==> src/rtl/alu_muldiv_seq_pkg.sv <==
// Shared constants for the multi-cycle multiply/divide unit: the M-extension
// ALU control codes, the "no operation" code and the FSM state encoding.
package alu_muldiv_seq_pkg;

    localparam int OP_W = 5;

    localparam logic [OP_W-1:0] OPMUL    = 5'd12;
    localparam logic [OP_W-1:0] OPMULH   = 5'd13;
    localparam logic [OP_W-1:0] OPMULHU  = 5'd14;
    localparam logic [OP_W-1:0] OPMULHSU = 5'd15;
    localparam logic [OP_W-1:0] OPDIV    = 5'd16;
    localparam logic [OP_W-1:0] OPDIVU   = 5'd17;
    localparam logic [OP_W-1:0] OPREM    = 5'd18;
    localparam logic [OP_W-1:0] OPREMU   = 5'd19;
    localparam logic [OP_W-1:0] FOPNULL  = 5'd31;

    typedef enum logic [1:0] {
        ST_IDLE = 2'd0,
        ST_CALC = 2'd1,
        ST_DONE = 2'd2
    } stateT;

endpackage

==> src/rtl/alu_muldiv_seq_muldiv_step.sv <==
// One iteration of the shared multiply/divide datapath.
// The accumulator is {hi[WIDTH:0], lo[WIDTH-1:0]}:
//   multiply: hi = partial sum, lo = remaining multiplier bits (add then shift right)
//   divide:   hi = partial remainder, lo = dividend bits shifting out / quotient shifting in
module alu_muldiv_seq_muldiv_step #(
    parameter int WIDTH = 64
) (
    input  logic               isDiv,
    input  logic [2*WIDTH:0]   accIn,
    input  logic [WIDTH-1:0]   operand,
    output logic [2*WIDTH:0]   accOut
);

    logic [WIDTH:0] addend;
    logic [WIDTH:0] sum;
    logic [WIDTH:0] remShift;
    logic [WIDTH:0] diff;
    logic           ge;

    // Add-shift for multiply, subtract-compare-shift (restoring) for divide
    always_comb begin
        addend   = accIn[0] ? {1'b0, operand} : '0;
        sum      = accIn[2*WIDTH:WIDTH] + addend;
        remShift = {accIn[2*WIDTH-1:WIDTH], accIn[WIDTH-1]};
        ge       = (remShift >= {1'b0, operand});
        diff     = remShift - {1'b0, operand};
        if (isDiv) begin
            accOut = {(ge ? diff : remShift), accIn[WIDTH-2:0], ge};
        end else begin
            accOut = {1'b0, sum, accIn[WIDTH-1:1]};
        end
    end

endmodule

==> src/rtl/alu_muldiv_seq.sv <==
// Multi-cycle multiply/divide unit for the M-extension ALU control codes.
// Operands are reduced to magnitudes at start, iterated one bit per cycle,
// and the sign is restored in the final iteration. Special cases (divide by
// zero, signed overflow, illegal code) complete in one cycle.
// Build option: MULDIV_FAST_MUL_EN -- when defined, all multiplies use a
// combinational product and complete in one cycle like the special cases.
module alu_muldiv_seq
    import alu_muldiv_seq_pkg::*;
#(
    parameter int WIDTH  = 64,
    parameter int CTRL_W = 5
) (
    input  logic              iCLK,
    input  logic              iRST,
    input  logic              iStart,
    input  logic [CTRL_W-1:0] iOp,
    input  logic [WIDTH-1:0]  iA,
    input  logic [WIDTH-1:0]  iB,
    output logic              oReady,
    output logic              oDone,
    output logic [WIDTH-1:0]  oResult,
    output logic              oIllegal,
    output logic              oDivZero
);

    localparam int CNT_W = $clog2(WIDTH) + 1;
    localparam int ACC_W = 2 * WIDTH + 1;

    stateT             stateReg, stateNext;
    logic [CNT_W-1:0]  cntReg;
    logic [ACC_W-1:0]  accReg;
    logic [ACC_W-1:0]  stepOut;
    logic [WIDTH-1:0]  operandReg;
    logic              isDivReg, isRemReg, selHighReg, negReg;
    logic [WIDTH-1:0]  resultReg;
    logic              illegalReg, divZeroReg;

    logic opMul, opMulh, opMulhu, opMulhsu, opDiv, opDivu, opRem, opRemu;
    logic opIsMul, opIsDivRem, opLegal;
    logic signA, signB;
    logic [WIDTH-1:0] magA, magB;
    logic [WIDTH-1:0] mostNeg;
    logic accept, lastIter;

    logic             special, specIllegal, specDivZero;
    logic [WIDTH-1:0] specResult;

    logic [2*WIDTH-1:0] prodFix;
    logic [WIDTH-1:0]   quot, rem;
    logic [WIDTH-1:0]   calcResult;

    assign opMul      = (iOp == CTRL_W'(OPMUL));
    assign opMulh     = (iOp == CTRL_W'(OPMULH));
    assign opMulhu    = (iOp == CTRL_W'(OPMULHU));
    assign opMulhsu   = (iOp == CTRL_W'(OPMULHSU));
    assign opDiv      = (iOp == CTRL_W'(OPDIV));
    assign opDivu     = (iOp == CTRL_W'(OPDIVU));
    assign opRem      = (iOp == CTRL_W'(OPREM));
    assign opRemu     = (iOp == CTRL_W'(OPREMU));
    assign opIsMul    = opMul | opMulh | opMulhu | opMulhsu;
    assign opIsDivRem = opDiv | opDivu | opRem | opRemu;
    assign opLegal    = opIsMul | opIsDivRem;

    // Which operands are treated as signed depends on the opcode
    assign signA   = (opMulh | opMulhsu | opDiv | opRem) & iA[WIDTH-1];
    assign signB   = (opMulh | opDiv | opRem) & iB[WIDTH-1];
    assign magA    = signA ? -iA : iA;
    assign magB    = signB ? -iB : iB;
    assign mostNeg = {1'b1, {(WIDTH-1){1'b0}}};

    // A start is taken whenever the unit is not iterating (IDLE or DONE)
    assign accept   = iStart && (stateReg != ST_CALC);
    assign lastIter = (cntReg == CNT_W'(WIDTH - 1));

`ifdef MULDIV_FAST_MUL_EN
    logic [2*WIDTH-1:0] fastMag, fastSigned;
    logic [WIDTH-1:0]   fastResult;
    assign fastMag    = (2*WIDTH)'(magA) * (2*WIDTH)'(magB);
    assign fastSigned = (signA ^ signB) ? -fastMag : fastMag;
    assign fastResult = opMul ? fastSigned[WIDTH-1:0] : fastSigned[2*WIDTH-1:WIDTH];
`endif

    // Detect operations that complete in one cycle and their results
    always_comb begin
        special     = 1'b0;
        specResult  = '0;
        specIllegal = 1'b0;
        specDivZero = 1'b0;
        if (!opLegal) begin
            special     = 1'b1;
            specIllegal = 1'b1;
        end else if (opIsDivRem && (iB == '0)) begin
            special     = 1'b1;
            specDivZero = 1'b1;
            specResult  = (opDiv | opDivu) ? '1 : iA;
        end else if ((opDiv | opRem) && (iA == mostNeg) && (&iB)) begin
            special    = 1'b1;
            specResult = opDiv ? mostNeg : '0;
        end
`ifdef MULDIV_FAST_MUL_EN
        else if (opIsMul) begin
            special    = 1'b1;
            specResult = fastResult;
        end
`endif
    end

    alu_muldiv_seq_muldiv_step #(
        .WIDTH(WIDTH)
    ) stepInst (
        .isDiv   (isDivReg),
        .accIn   (accReg),
        .operand (operandReg),
        .accOut  (stepOut)
    );

    // Sign fix-up applied to the result of the final iteration
    always_comb begin
        prodFix = negReg ? -stepOut[2*WIDTH-1:0] : stepOut[2*WIDTH-1:0];
        quot    = stepOut[WIDTH-1:0];
        rem     = stepOut[2*WIDTH-1:WIDTH];
        if (isDivReg) begin
            if (isRemReg) begin
                calcResult = negReg ? -rem : rem;
            end else begin
                calcResult = negReg ? -quot : quot;
            end
        end else begin
            calcResult = selHighReg ? prodFix[2*WIDTH-1:WIDTH] : prodFix[WIDTH-1:0];
        end
    end

    // State register
    always_ff @(posedge iCLK) begin
        if (iRST) begin
            stateReg <= ST_IDLE;
        end else begin
            stateReg <= stateNext;
        end
    end

    // Next-state logic
    always_comb begin
        stateNext = stateReg;
        case (stateReg)
            ST_IDLE, ST_DONE: begin
                if (accept) begin
                    stateNext = special ? ST_DONE : ST_CALC;
                end else begin
                    stateNext = ST_IDLE;
                end
            end
            ST_CALC: begin
                if (lastIter) begin
                    stateNext = ST_DONE;
                end
            end
            default: stateNext = ST_IDLE;
        endcase
    end

    // FSM outputs
    always_comb begin
        oReady = (stateReg != ST_CALC);
        oDone  = (stateReg == ST_DONE);
    end

    // Operand latch, iteration datapath and result registers
    always_ff @(posedge iCLK) begin
        if (iRST) begin
            cntReg     <= '0;
            accReg     <= '0;
            operandReg <= '0;
            isDivReg   <= 1'b0;
            isRemReg   <= 1'b0;
            selHighReg <= 1'b0;
            negReg     <= 1'b0;
            resultReg  <= '0;
            illegalReg <= 1'b0;
            divZeroReg <= 1'b0;
        end else if (accept) begin
            cntReg     <= '0;
            isDivReg   <= opIsDivRem;
            isRemReg   <= opRem | opRemu;
            selHighReg <= opMulh | opMulhu | opMulhsu;
            negReg     <= (opRem | opRemu) ? signA : (signA ^ signB);
            // divisor for divide, multiplicand for multiply
            operandReg <= opIsDivRem ? magB : magA;
            // dividend or multiplier starts in the low half
            accReg     <= opIsDivRem ? {{(WIDTH+1){1'b0}}, magA} : {{(WIDTH+1){1'b0}}, magB};
            if (special) begin
                resultReg  <= specResult;
                illegalReg <= specIllegal;
                divZeroReg <= specDivZero;
            end
        end else if (stateReg == ST_CALC) begin
            accReg <= stepOut;
            cntReg <= cntReg + CNT_W'(1);
            if (lastIter) begin
                resultReg  <= calcResult;
                illegalReg <= 1'b0;
                divZeroReg <= 1'b0;
            end
        end
    end

    assign oResult  = resultReg;
    assign oIllegal = illegalReg;
    assign oDivZero = divZeroReg;

endmodule
==> config.mk <==
export PLATFORM = sky130hd
export DESIGN_NAME = alu_muldiv_seq
export DESIGN_NICKNAME = d
export VERILOG_FILES = /design/src/rtl/alu_muldiv_seq_pkg.sv /design/src/rtl/alu_muldiv_seq_muldiv_step.sv /design/src/rtl/alu_muldiv_seq.sv
export SDC_FILE = /design/constraint.sdc
export NUM_CORES = 2
export LEC_CHECK = 0
export CAP_MARGIN = 5
export CORE_UTILIZATION = 30
export DETAILED_ROUTE_END_ITERATION = 7
export PLACE_DENSITY_LB_ADDON = 0.08
export SKIP_CTS_REPAIR_TIMING = 1
export SLEW_MARGIN = 15
export SYNTH_ARGS = -nofsm -noshare
export SYNTH_HDL_FRONTEND = slang
export SYNTH_SLANG_ARGS = --single-unit
==> constraint.sdc <==
create_clock -name iCLK -period 7 [get_ports iCLK]
set_input_delay 1.75 -clock iCLK [delete_from_list [all_inputs] [get_ports iCLK]]
set_output_delay 1.75 -clock iCLK [all_outputs]
set_load 0.005 [all_outputs]
== Yosys cells after proc, flatten, opt, wreduce, memory -nomap -nowiden ==
Cells that the tools add are included.
Storage, ports and cells
  bits in registers: 272
Cells by class
  add/sub/neg operators: 8
  magnitude comparators: 1
  eq/ne operators: 15
  muxes and demuxes: 41
  bitwise operators: 19
  reduce and logical (&&, ||, !) cells: 12
Operator list (number)
  64-bit two-way mux: 19
  129-bit two-way mux: 3
  64-bit negation: 4
  128-bit two-way mux: 1
  128-bit negation: 1
  65-bit adder: 1
  65-bit by 64-bit greater-or-equal comparator with 1-bit output: 1
  65-bit two-way mux: 1
  65-bit by 64-bit subtractor with 65-bit output: 1
  64-bit == test, second input constant: 1
  64-bit zero test: 1
  64-bit AND reduction: 1
  5-bit by 4-bit == test with 1-bit output, second input constant: 4
  5-bit == test, second input constant: 4
  1-bit OR: 16
  1-bit two-way mux: 13
  7-bit by 1-bit adder with 7-bit output, second input constant: 1
  7-bit by 6-bit == test with 1-bit output, second input constant: 1
  2-bit two-way mux: 3
  1-bit logical AND: 4
  2-bit by 1-bit != test with 1-bit output, second input constant: 2
  2-bit one-hot mux with 2 select lines: 1
  2-bit nonzero test: 2
  2-bit OR reduction: 2
  other kinds (7): 8

== Logic depth before layout (Yosys ltp) ==
  word-level depth: 10
  depth in mapped cells: 29
  depth with buffers taken out: 26

== Hierarchy ==
Synthesis repeated with hierarchy kept, for this count alone.
Unflattened totals
  cell total of the unflattened synthesis: 4584
  area, all modules: 31998.2 µm²
By module, submodules not included
  alu_muldiv_seq: times used 1, cells an instance 2988, area each 21339.2 µm², seq. area each 5445.2 µm²
  alu_muldiv_seq_muldiv_step: times used 1, cells an instance 1596, area each 10659.0 µm², seq. area each 0.0 µm²

== Worst setup path after synthesis ==
No wires, ideal clock.
  path kind: reg2reg
  start point: register isDivReg
  end point: register resultReg[58], in the netlist oResult[58]
  library setup time: 0.116 ns
  data arrival time: 6.002 ns
  data required time: 6.884 ns
  setup slack: 0.882 ns
  stages on the path, launching flop included: 26
  path buffers: 10
  period minus slack after synthesis: 6.118 ns
  cells stage by stage: dfxtp_1 buf_2 buf_2 buf_2 buf_2 buf_2 buf_2 buf_2 buf_2 buf_1 buf_1 o21ai_0 inv_1 ha_1 o211ai_1 nor2_1 nand3_1 nor4_1 nand2_1 o31ai_1 o31ai_1 nor4_1 a31oi_1 or3_1 or4_1 a41o_1
On the way
  longest elaborated chain between the ends: 8
  elaborated cells on any way between the ends: 13
  those cells by class: 3 x add/sub; 10 x mux
RTL lines
  start: declaration: line alu_muldiv_seq.sv:34  | logic isDivReg, isRemReg, selHighReg, negReg;
  start signal: assignment: line alu_muldiv_seq.sv:183  | isDivReg <= opIsDivRem;
  129-bit two-way mux: line alu_muldiv_seq_muldiv_step.sv:27  | if (isDiv) begin
  128-bit negation, or another cell as far along: line alu_muldiv_seq.sv:119  | prodFix = negReg ? -stepOut[2*WIDTH-1:0] : stepOut[2*WIDTH-1:0];
  128-bit two-way mux, or another cell as far along: line alu_muldiv_seq.sv:119
  64-bit two-way mux (on tied branches): line alu_muldiv_seq.sv:129, alu_muldiv_seq.sv:123
  64-bit two-way mux (*): line alu_muldiv_seq.sv:122  | if (isDivReg) begin
  64-bit two-way mux (*): line alu_muldiv_seq.sv:199  | if (lastIter) begin
  64-bit two-way mux (*): line alu_muldiv_seq.sv:196  | end else if (stateReg == ST_CALC) begin
  64-bit two-way mux (*): line alu_muldiv_seq.sv:181  | end else if (accept) begin
  end signal: assignment: line alu_muldiv_seq.sv:192  | resultReg <= specResult;
  end signal: assignment: line alu_muldiv_seq.sv:200  | resultReg <= calcResult;
  end: declaration: line alu_muldiv_seq.sv:35  | logic [WIDTH-1:0] resultReg;
Every way passes the cells marked *; elsewhere a longest branch is shown, timed or not. The select of a mux whose other input is x is not followed.
A chain may end at the register's enable or synchronous reset.

== Worst setup path in the final report ==
  start point: register accReg[0]
  end point: register resultReg[63], in the netlist oResult[63]
On the way
  longest elaborated chain between the ends: 10
  elaborated cells on any way between the ends: 15
  those cells by class: 4 x add/sub; 11 x mux
RTL lines
  start: declaration: line alu_muldiv_seq.sv:31  | logic [ACC_W-1:0] accReg;
  start signal: assignment: line alu_muldiv_seq.sv:190  | accReg <= opIsDivRem ? {{(WIDTH+1){1'b0}}, magA} : {{(WIDTH+1){1'b0}}, magB};
  start signal: assignment: line alu_muldiv_seq.sv:197  | accReg <= stepOut;
  64-bit two-way mux: line alu_muldiv_seq_muldiv_step.sv:22  | addend = accIn[0] ? {1'b0, operand} : '0;
  65-bit adder: line alu_muldiv_seq_muldiv_step.sv:23  | sum = accIn[2*WIDTH:WIDTH] + addend;
  129-bit two-way mux (*): line alu_muldiv_seq_muldiv_step.sv:27
  128-bit negation, or another cell as far along: line alu_muldiv_seq.sv:119
  128-bit two-way mux, or another cell as far along: line alu_muldiv_seq.sv:119
  64-bit two-way mux (on tied branches): line alu_muldiv_seq.sv:129, alu_muldiv_seq.sv:123
  64-bit two-way mux (*): line alu_muldiv_seq.sv:122
  64-bit two-way mux (*): line alu_muldiv_seq.sv:199
  64-bit two-way mux (*): line alu_muldiv_seq.sv:196
  64-bit two-way mux (*): line alu_muldiv_seq.sv:181
Marks and branches as above.

==> flow_summary.yaml <==
logic_synthesis:
  synth.avg_cell_area_um2: 6.797
  synth-main-ff-cell: "dfxtp_1"
  synth-seq-cells: 272
  synthDistinctLibCells: 112
  synth_edf_count: 0
  synthArstFlopShare: 0
  synth_nets: 5131
  synth.cell_area_mm2: 0.03303
  syn_inst: 4859
  ys_seq_area_frac: 0.1649
  synth.yosys.warnings: 0
grt:
  grt_pass1_vias: 37490
  antenna_found_initial: 10
  grt_max_degree: 96
  track_usage: 0.3642
  gr-total-overflow: 0
  grt_pass1_wl_mm: 291.9
place:
  dp.cells: 6569
  place_hpwl_mm: 171.8
  port_buffers: 203
  gp_congestion: 1.069
finish:
  syn_to_final_growth_pct: 22.11
  multi_input_comb_area_mm2: 0.02573
  n_fill_cell: 11950
  final_cell_mix: "nor2_1, nand2_1, a21oi_1"
  mostFrequentLayoutCell: "nor2_1"
  fin_cells: 6642
  layout-drive-gt1-share: 0.1251
  nets: 5469
  seqCellArea_mm2: 0.005454
detailed_routing:
  vias: 41290
  wl_mm: 211.8
  dr.first_iter.drc_count: 4688
  drc: 0
  wl_per_cell_um: 31.89
  via_per_inst: 6.216
  dr.pass1.iters: 6
  ant_nets: 0
power_and_ir_drop:
  peakVddDrop_v: 0.0001546
  leakage_nw: 15.67
  powerDensity_mw_per_mm2: 171.3
cts:
  max-clock-path-buffers: 3
  clkSinkCount: 272
  clk_pin_slew_ns: 0.07
  cts_tree: "done"
  numCtsBuffers: 40
  htreeDepth: 2
  clock_latency_ns: 0.60
  clockRootBuffer: "clkbuf_16"
setup_path:
  end_kind: "register"
  required_ns: 7.51
  r2r-end: "oResult[63]$_SDFFE_PP0P_"
  worstPathArrival_ns: 7.27
  crit_fanout: 39
  rrSetupSlack_ns: 0.25
  crit_type: "register to register"
  worst-r2r-cell-count: 19
  critPathLaunchType: "register"
  worstReg2RegStart: "accReg[0]$_SDFFE_PP0P_"
job:
  drv_cap: 0
timing:
  slew-limit-headroom: 0.03725
  timing.fmax_mhz: 148.1
  fin_crit_ns: 6.752
  worstMarginPinSlew_ns: 1.435
  period_share: 0.9645
  rsz0062_at_grt: "no"
  skew_ns: 0.02377
  drv_slew: 0
  hold_violations: 0
  tns_ns: 0
  setup_viol: 0
worst_hold_path:
  hold_end: "operandReg[40]$_SDFFE_PP0P_"
  hold_path_depth: 2
  hold_path.class: "register to register"
  hp-start: "operandReg[40]$_SDFFE_PP0P_"
floorplanning:
  initial_core_util: 0.3030
  ioPinCount: 204
  die_h_um: 333.8
  rows: 121
  die_area_mm2: 0.1114
  die_x_um: 333.8
  core_area_mm2: 0.1090
status:
  status: "finished clean"
## power breakdown
group	internal (mW)	switching, mW	total, mW
Clock	1.26	0.926	2.18
Combinational	1.04	1.89	2.93
Sequential	1.66	0.139	1.80
## synth_stat cells, types with 73 or more instances
master	number	area [µm²]
nor2_1	570	2140
nand2_1	478	1794
a21oi_1	443	2217
o21ai_0	345	1727
dfxtp_1	272	5445
clkbuf_1	252	945.9
xnor2_1	191	1673
a211oi_1	184	1381
nor3_1	144	720.7
xor2_1	144	1261
inv_1	138	518.0
ha_1	134	1677
nand4_1	101	631.9
o211ai_1	98	735.7
nand3_1	97	485.5
and2_1	84	525.5
mux2i_1	84	840.8
a31oi_1	83	519.3
and3_1	73	456.7
## stage by stage
| stage | utilization | hold slack (ns) | instance area [µm²] | power [mW] | setup WS [ns] |
|---|---|---|---|---|---|
| floorplan | - | 0.4403 | 33030 | 3.182 | 0.8817 |
| global placement | 0.3573 | 0.4536 | 38950 | 4.665 | 0.2841 |
| detailed placement | 0.3573 | 0.4605 | 38950 | 4.647 | 0.1879 |
| CTS | 0.3698 | 0.4680 | 40310 | 6.847 | 0.3594 |
| global route | 0.3699 | 0.4943 | 40320 | 7.101 | 0.006380 |
| finish | 0.3700 | 0.4671 | 40330 | 6.907 | 0.2484 |
## critical path: stages (launching register included)
cell	delay, ns
dfxtp_2	0.72
buf_4	0.50
and2_1	0.22
ha_1	0.28
and4_1	0.29
nand2_1	0.12
nor3_1	0.55
o211ai_1	0.41
a21oi_1	0.61
o21ai_0	0.19
a21oi_1	0.17
a311oi_1	0.07
buf_4	0.25
nor4_1	0.51
and2_1	0.34
nand4_2	0.29
o41ai_1	0.49
xnor2_1	0.26
o21ai_1	0.10
a211oi_1	0.25
## flip-flops by register name (all words and copies together), names as in the netlist, 2 cells and up
name / cells
stateReg: 2
operandReg: 64
cntReg: 7
oResult: 64
accReg: 129
## routing by layer
| metal | GRT usage | up-vias | share of wire |
|---|---|---|---|
| met1 | 0.4787 | 20050 | 0.42 |
| met3 | 0.05480 | 401 | 0.082 |
| met2 | 0.5541 | 2136 | 0.42 |
| met4 | 0.2327 | 6 | 0.075 |
| met5 | 0 | - | 0.00017 |
| li1 | - | 18700 | - |
## worst max path at each step
stage | end | from | slack (ns)
2_1_floorplan | oResult[58]$_SDFFE_PP0P_ | isDivReg$_SDFFE_PP0P_ | 0.88
3_3_place_gp | oResult[56]$_SDFFE_PP0P_ | iB[2] | 0.28
3_5_place_dp | oResult[56]$_SDFFE_PP0P_ | iB[2] | 0.19
4_1_cts | oResult[40]$_SDFFE_PP0P_ | accReg[63]$_SDFFE_PP0P_ | 0.36
5_1_grt | oResult[63]$_SDFFE_PP0P_ | accReg[0]$_SDFFE_PP0P_ | 0.006
6_report | oResult[63]$_SDFFE_PP0P_ | accReg[0]$_SDFFE_PP0P_ | 0.25
## final cells by class
type,count,area share
inverters,140,0.01316
flip-flops and latches,272,0.1352
clock inverters,21,0.005771
multi-input cells,4093,0.6380
repair buffers,650,0.1361
clock buffers,50,0.02780
well taps,1414,0.04387
diodes,2,0.0001241
## cells by family after synthesis
kind of cell | count (synthesis) | synth area share
mux | 109 | 0.03432
fa+ha+maj | 136 | 0.05198
xor+xnor | 335 | 0.08884
buf+inv | 494 | 0.05933
flops | 272 | 0.1649
compound gates | 1649 | 0.3256
simple gates | 1864 | 0.2750
Note: power is estimated with default switching activity, not from simulation.
